## src/rtl/opt_cmd_gen.sv

```systemverilog
// opt_cmd_gen: per-replica local-search move command generator.
// Draws candidate city indices from a 32-bit Galois LFSR, filters them into
// legal 2-opt / or-opt (K, L) pairs and hands out one command per replica,
// round-robin, over a valid/ready handshake.
// Optional feature macro: REPLICA_OR_OPT_EN (or-opt moves and cmd_mode).
// Without it every command is a 2-opt move (TWO, K < L).
module opt_cmd_gen #(
  parameter int unsigned CITY_NUM    = 30,
  parameter int unsigned IDX_W       = $clog2(CITY_NUM),
  parameter int unsigned REPLICA_NUM = 32,
  parameter int unsigned REP_W       = $clog2(REPLICA_NUM),
  parameter logic [31:0] SEED        = 32'h1
) (
  input  logic             clk,
  input  logic             reset,
  input  logic             enable,
  input  logic             seed_we,
  input  logic [31:0]      seed,
  input  logic [1:0]       cmd_mode,
  output logic             opt_valid,
  input  logic             opt_ready,
  output logic [1:0]       opt_cmd,
  output logic [IDX_W-1:0] opt_k,
  output logic [IDX_W-1:0] opt_l,
  output logic [REP_W-1:0] replica_id
);

  localparam logic [1:0]       CmdThr    = 2'b00;
  localparam logic [1:0]       CmdTwo    = 2'b01;
`ifdef REPLICA_OR_OPT_EN
  localparam logic [1:0]       CmdOr0    = 2'b10;
  localparam logic [1:0]       CmdOr1    = 2'b11;
  localparam logic [IDX_W:0]   IdxOneW   = (IDX_W + 1)'(1);
`endif
  localparam logic [31:0]      LfsrTaps  = 32'h8020_0003;
  localparam logic [IDX_W-1:0] IdxMax    = IDX_W'(CITY_NUM - 1);
  localparam logic [REP_W-1:0] RepLast   = REP_W'(REPLICA_NUM - 1);

  typedef enum logic [1:0] {StIdle, StDrawK, StDrawL, StOut} state_e;

  state_e           r_state;
  logic [31:0]      r_lfsr;
  logic [IDX_W-1:0] r_a;      // first accepted index of the move being drawn
  logic [REP_W-1:0] r_rid;
  logic             r_valid;
  logic [1:0]       r_cmd;
  logic [IDX_W-1:0] r_k;
  logic [IDX_W-1:0] r_l;

  logic [31:0]      w_lfsr_step;
  logic [31:0]      w_seed_val;
  logic [IDX_W-1:0] w_cand;
  logic             w_cand_ok;
  logic             w_use_or;
  logic             w_l_accept;
  logic [1:0]       w_l_cmd;
  logic [IDX_W-1:0] w_l_k;
  logic [IDX_W-1:0] w_l_l;

  // Galois step; the candidate is taken from the post-step value.
  assign w_lfsr_step = {1'b0, r_lfsr[31:1]} ^ (r_lfsr[0] ? LfsrTaps : 32'h0);
  assign w_seed_val  = (seed == 32'h0) ? SEED : seed;
  assign w_cand      = w_lfsr_step[IDX_W-1:0];
  assign w_cand_ok   = (w_cand != '0) && (w_cand <= IdxMax);

`ifdef REPLICA_OR_OPT_EN
  logic w_a_gt_c1;
  assign w_a_gt_c1 = {1'b0, r_a} > ({1'b0, w_cand} + IdxOneW);

  // Move type for the current DRAW_L evaluation; mixed mode uses LFSR bit 31.
  always_comb begin
    w_use_or = 1'b0;
    case (cmd_mode)
      2'b01:   w_use_or = 1'b1;
      2'b10:   w_use_or = w_lfsr_step[31];
      default: w_use_or = 1'b0;
    endcase
  end
`else
  logic w_unused_mode;
  assign w_unused_mode = ^cmd_mode;
  assign w_use_or      = 1'b0;
`endif

  // Accept/reject the L candidate and order K/L for the selected move type.
  always_comb begin
    w_l_accept = 1'b0;
    w_l_cmd    = CmdTwo;
    w_l_k      = r_a;
    w_l_l      = w_cand;
    if (w_cand_ok && (w_cand != r_a)) begin
      if (!w_use_or) begin
        w_l_accept = 1'b1;
        w_l_cmd    = CmdTwo;
        if (w_cand < r_a) begin
          w_l_k = w_cand;
          w_l_l = r_a;
        end
      end
`ifdef REPLICA_OR_OPT_EN
      else if (w_cand > r_a) begin
        w_l_accept = 1'b1;
        w_l_cmd    = CmdOr0;
      end else if (w_a_gt_c1) begin
        // c == a-1 falls through here and is rejected
        w_l_accept = 1'b1;
        w_l_cmd    = CmdOr1;
      end
`endif
    end
  end

  // Control FSM, LFSR and registered command outputs.
  always_ff @(posedge clk) begin
    if (reset) begin
      r_state <= StIdle;
      r_lfsr  <= SEED;
      r_a     <= '0;
      r_rid   <= '0;
      r_valid <= 1'b0;
      r_cmd   <= CmdThr;
      r_k     <= '0;
      r_l     <= '0;
    end else begin
      // A seed load replaces the step and suppresses that cycle's draw.
      if (seed_we) begin
        r_lfsr <= w_seed_val;
      end else if ((r_state == StDrawK) || (r_state == StDrawL)) begin
        r_lfsr <= w_lfsr_step;
      end

      unique case (r_state)
        StIdle: begin
          if (enable) r_state <= StDrawK;
        end
        StDrawK: begin
          if (!seed_we && w_cand_ok) begin
            r_a     <= w_cand;
            r_state <= StDrawL;
          end
        end
        StDrawL: begin
          if (!seed_we && w_l_accept) begin
            r_cmd   <= w_l_cmd;
            r_k     <= w_l_k;
            r_l     <= w_l_l;
            r_valid <= 1'b1;
            r_state <= StOut;
          end
        end
        StOut: begin
          if (opt_ready) begin
            r_valid <= 1'b0;
            r_rid   <= (r_rid == RepLast) ? '0 : r_rid + REP_W'(1);
            r_state <= enable ? StDrawK : StIdle;
          end
        end
        default: r_state <= StIdle;
      endcase
    end
  end

  assign opt_valid  = r_valid;
  assign opt_cmd    = r_cmd;
  assign opt_k      = r_k;
  assign opt_l      = r_l;
  assign replica_id = r_rid;

endmodule
```

## config.mk

```make
export PLATFORM = sky130hd
export DESIGN_NAME = opt_cmd_gen
export DESIGN_NICKNAME = d
export VERILOG_FILES = /design/src/rtl/opt_cmd_gen.sv
export SDC_FILE = /design/constraint.sdc
export NUM_CORES = 1
export LEC_CHECK = 0
export BUFFER_PORTS_ARGS = -buffer_cell sky130_fd_sc_hd__buf_2
export CORE_UTILIZATION = 50
export CTS_CLUSTER_SIZE = 12
export DETAILED_ROUTE_END_ITERATION = 7
export PLACE_DENSITY_LB_ADDON = 0.12
export SETUP_SLACK_MARGIN = 0.02
export SLEW_MARGIN = 10
export SYNTH_ARGS = -nofsm -noshare
export SYNTH_HDL_FRONTEND = slang
export SYNTH_SLANG_ARGS = --single-unit
```

## constraint.sdc

```tcl
create_clock -name clk -period 2.5 [get_ports clk]
set_clock_uncertainty 0.05 [all_clocks]
set_input_delay 0 -clock clk [delete_from_list [all_inputs] [get_ports clk]]
set_output_delay 0 -clock clk [all_outputs]
set_load 0.01 [all_outputs]
```

======== Word level (Yosys, flattened, before mapping) ========
Index checks and enable logic that the tools add are counted.
operators by class
  $add $sub $neg .......................... 1
  equality and inequality tests ........... 9
  muxes and demuxes ....................... 19
  magnitude comparators ................... 2
  bitwise gates (word level) .............. 1
  reductions and logical operators ........ 16
operators with widths
  kind                                                              number
  32-bit 2-to-1 mux                                                 4
  32-bit zero test                                                  1
  31-bit by 32-bit bitwise XOR with 32-bit output                   1
  5-bit 2-to-1 mux                                                  5
  2-bit 2-to-1 mux                                                  4
  2-bit one-hot mux with 4 select lines                             1
  2-bit AND reduction                                               3
  5-bit by 1-bit adder with 5-bit output (second input constant)    1
  5-bit == test (second input constant)                             1
  5-bit less-or-equal comparator (second input constant)            1
  5-bit < comparator                                                1
  5-bit != test                                                     1
  5-bit nonzero test                                                1
  2-bit == test (second input constant)                             2
  1-bit logical AND                                                 4
  1-bit 2-to-1 mux                                                  4
  2-bit by 1-bit != test with 1-bit output (second input constant)  2
  2-bit != test (second input constant)                             2
  4-bit AND reduction                                               1
  2-bit nonzero test                                                2
  3-bit AND reduction                                               1
  2-bit by 1-bit == test with 1-bit output (second input constant)  1
  2-bit zero test                                                   1
  1-bit one-hot mux with 2 select lines                             1
  2 further kinds                                                   2
word-level totals
  register bits after elaboration ......... 56
  logic and storage cells ................. 56
  input port bits ......................... 39
  output and inout bits ................... 18

======== Depth between registers and ports, before layout ========
  depth in word-level cells ............... 9
  depth in mapped cells ................... 11
  gate-level depth less buffers ........... 8

======== Worst setup path before layout ========
OpenSTA, ideal clock, no wires.
  path type ............................... register to register
  start point ............................. register r_lfsr[0]
  end point ............................... register r_l[3], in the netlist opt_l[3]
  arrival ................................. 2.128 ns
  period minus slack after synthesis ...... 2.266 ns
  stages on the path, launching flop included .. 10
  slack ................................... 0.234 ns
  data required time ...................... 2.362 ns
  library setup time ...................... 0.088 ns
  path buffers ............................ 1
  cells stage by stage .................... dfxtp_1 -> buf_6 -> xor2_1 -> inv_1 -> ha_1 -> nand2b_1 -> a21oi_1 -> o21ai_0 -> o21ai_0 -> a311oi_2
on the way
  word-level cells in the longest chain between the ends .. 8
  elaborated cells on any way between the ends .. 13
  classes of those cells .................. order compare: 2; eq/ne: 1; mux: 4; bitwise: 1; reduce/logical: 5
RTL lines
  item                                                                         RTL line  text
  from (decl)                                                                  42        logic [31:0] r_lfsr;
  from (signal assigned)                                                       127       r_lfsr <= w_seed_val;
  from (signal assigned)                                                       129       r_lfsr <= w_lfsr_step;
  32-bit 2-to-1 mux *                                                          61        assign w_lfsr_step = {1'b0, r_lfsr[31:1]} ^ (r_lfsr[0] ? LfsrTaps : 32'h0);
  31-bit by 32-bit bitwise XOR with 32-bit output *                            61
  5-bit less-or-equal comparator / 5-bit nonzero test (equally long branches)  64        assign w_cand_ok = (w_cand != '0) && (w_cand <= IdxMax);
  1-bit logical AND                                                            64
  1-bit logical AND                                                            91        if (w_cand_ok && (w_cand != r_a)) begin
  1-bit 2-to-1 mux                                                             91
  1-bit logical AND                                                            143       if (!seed_we && w_l_accept) begin
  2-bit AND reduction (no line)                                                n/a
  to (signal assigned)                                                         146       r_l <= w_l_l;
  to (decl)                                                                    48        logic [IDX_W-1:0] r_l;
Every way passes the cells marked *; elsewhere a longest branch is shown, timed or not.
A chain may end at the register's enable or synchronous reset.

======== Worst setup path in the final report ========
  start point ............................. register r_lfsr[1]
  end point ............................... register r_l[0], in the netlist opt_l[0]
on the way
  word-level cells in the longest chain between the ends .. 7
  elaborated cells on any way between the ends .. 12
  classes of those cells .................. order compare: 2; eq/ne: 1; mux: 3; bitwise: 1; reduce/logical: 5
RTL lines
  item                                                                         RTL line
  31-bit by 32-bit bitwise XOR with 32-bit output *                            61
  5-bit less-or-equal comparator / 5-bit nonzero test (equally long branches)  64
  1-bit logical AND                                                            64
  1-bit logical AND                                                            91
  1-bit 2-to-1 mux                                                             91
  1-bit logical AND                                                            143
  2-bit AND reduction (no line)                                                n/a
Marked as above.

==> out/qor.txt <==
Outcome: completed
Min-delay src: seed[0]
Top cells by area, synth: dfxtp_1 37%, mux2i_1 11%, nor2_1 9.7%, a21oi_1 7.7%, ha_1 4.6%
GRT Overall Usage: 22.3%
ANT nets after route: 0
Post-synth cell types: 46
Worst endpoint data arrival time: 2.42 ns
Final-report max-slew violation count: 0
Crit Path Category: reg -> reg
Core ar.: 5640 sq um
Site Rows: 27
Ys async rst share: 0%
DRT Pass-1 Iters: 6
Yosys top cell by area: dfxtp_1
Combinational group share of total power: 45.0%
Cells after Synth: 361
Layout cells sized above 1: 18.5%
CTS buffer count: 5
Final hold viol count: 0
Antenna Cells: 0
Initial antenna violation count: 0
Die width: 79.4 um
Main synth FF type: dfxtp_1
Max_slew headroom: 46.5%
FF-to-FF Start: r_lfsr[1]$_SDFFE_PP0P_
Largest fanout on the critical path: 10
Tmin final: 2.25 ns
DRT Wirelength: 6.57 mm
Setup violators final: 0
Final HPWL DP: 4.07 mm
Register area: 1120 sq um
Yosys top cell area share: 37.5%
IO Port Bufs: 53
R2R cell count: 8
Post-synth EDFFs: 0
Via count: 2,671
Syn Std Cell Area: 2990 sq um
Largest net degree at the start of global routing: 66
Slew @ Worst Pin: 0.803 ns
Peak supply drop: 0.000603 V
Setup crit start kind: flop
Mapped Nets: 411
CTS clk-pin slew, worst paths: 0.10 ns
Starting Density: 53.0%
Die span in y: 79.4 um
Max cap viols: 0
Power per cell area: 781 nW/um^2
Vias/cell: 5.23
Hold crit path type: in -> reg
Sequential power share: 37.3%
Io pins: 57
Most frequent cells after synthesis: 77 x nor2_1, 56 x dfxtp_1, 46 x a21oi_1, 33 x mux2i_1, 14 x o21ai_0
Deepest clock path buffer count: 2
Worst skew pair latency: 0.31 ns
Fill cell count: 493
R2r setup slk: 0.25 ns
Synth warn: 0
CTS tree: yes
H-Tree Depth: 2
First-pass GRT wire length: 11.2 mm
Wire per inst: 12.9 um
Reg2reg end: opt_l[0]$_SDFFE_PP0P_
Post-CTS Setup Inserts: 0
Net Sw Frac: 36.5%
RSZ-0062 raised after global routing: false
Hold EP: r_lfsr[0]$_SDFFE_PP1P_
Nets: 488
Register area share after synthesis: 37.5%
Internal Power: 1.85 mW
Worst Hold Depth: 5
CTS root buffer: clkbuf_8
NetSw: 1.06 mW
Clock sink count: 56
Max Clk Rate: 444 MHz
Pwr Total: 2.91 mW
First-iteration detailed-routing DRC count: 151
Most numerous cell in the Yosys netlist: nor2_1
Residual DRC count: 0
Global placement routability congestion: 0.808
Vias in the first global route: 2,504
Clock Power Share: 17.6%
Die area: 6300 sq um
Leakage power: 1.54 nW
Data required, critical path: 2.67 ns
Overall overflow remaining after global route: 0
Area taken by multi-input logic gates: 1690 sq um
WHS: 0.0291 ns
Layout area overhead: 24.4%
Total Negative Setup Slacks: 0 ns
Synthesized flop and latch total: 56
CP endpoint kind: flop
Final period utilization: 90.1%
Post-synthesis area per instance: 8.29 sq um
sequential cells by signal (all words and copies together) (netlist names):
name        flops
r_state         2
opt_cmd         1
opt_k           5
r_a             5
opt_valid       1
replica_id      5
opt_l           5
r_lfsr         32
power by group through the flow:
stage	Combinational (mW)	Clock (mW)	Sequential, mW
finish	1.31	0.513	1.09
global route	1.44	0.557	1.10
CTS	1.30	0.529	1.09
detailed placement	1.25	0	1.11
global placement	1.24	0	1.10
floorplan	0.993	0	1.11
how the worst max path moves through the flow:
stage	slack, ns	depth (start not counted)	endpoint	startpoint
CTS	0.27	8	opt_l[3]$_SDFFE_PP0P_	r_lfsr[1]$_SDFFE_PP0P_
detailed placement	-0.04	8	opt_l[3]$_SDFFE_PP0P_	r_lfsr[1]$_SDFFE_PP0P_
global route	0.05	8	opt_k[3]$_SDFFE_PP0P_	r_lfsr[1]$_SDFFE_PP0P_
finish	0.25	8	opt_l[0]$_SDFFE_PP0P_	r_lfsr[1]$_SDFFE_PP0P_
floorplan	0.23	9	opt_l[3]$_SDFFE_PP0P_	r_lfsr[0]$_SDFFE_PP1P_
global placement	0.07	8	opt_l[3]$_SDFFE_PP0P_	r_lfsr[1]$_SDFFE_PP0P_
timing repair:
item	in CTS	in global routing
hold buffers	33	0
setup endpoints to repair	6	2
resized for setup	1	1
hold endpoints to repair	35	0
routing by layer:
layer | global-route usage [%] | vias up | wire [um]
met4 | 6.73 | 0 | 68
met3 | 4.37 | 6 | 242
li1 | - | 1414 | -
met1 | 27.9 | 1188 | 3090
met5 | 0 | - | 0
met2 | 38.4 | 63 | 3170
stage by stage:
stage	area, sq um	std cells	setup WS (ns)	util (%)
4_1_cts	3720	511	0.272	65.9
5_1_grt	3720	511	0.0549	66.0
6_report	3720	511	0.248	66.0
3_3_place_gp	3300	470	0.0732	58.4
2_1_floorplan	2990	361	0.234	-
3_5_place_dp	3300	470	-0.0353	58.4
critical path, stage by stage (launching register included):
cell and delay (ns):
dfxtp_1 0.42, xor2_1 0.20, inv_1 0.07, ha_1 0.28
nand2b_1 0.14, a21oi_1 0.24, o21a_1 0.35, a21oi_1 0.13
o32ai_1 0.28
layout by cell type, fill, tap and decap left out, drive strengths merged, types with 2 or more instances in the layout:
cell,Yosys,layout
a211oi,2,2
a21oi,46,46
a311oi,6,6
a31oi,2,2
and3,2,2
buf,16,64
clkbuf,11,8
dfxtp,56,56
dlygate4sd3,0,33
ha,11,11
inv,11,11
mux2i,33,33
nand2,11,11
nand2b,9,9
nand3,11,11
nand4,4,4
nor2,77,77
nor3,8,8
nor4,8,8
o21ai,15,15
o32ai,4,4
xnor2,2,2
xor2,2,2
final cells by class:
class                   count  share of cell area [%]
clock buffers               8                    2.42
inverters                  11                    1.11
multi-input cells         267                    45.4
flip-flops and latches     56                    30.1
well taps                  72                    2.42
repair buffers             97                    18.6
cell families after synthesis:
group / count (synthesis) / share of synthesized area [%]
other cells: 1 / 0.125
buf+inv: 38 / 6.23
xor+xnor: 4 / 1.80
mux: 33 / 11.0
flops: 56 / 37.5
compound gates: 83 / 18.0
simple gates: 135 / 20.7
fa+ha+maj: 11 / 4.60
No activity file was read; power rests on OpenSTA's default activity.
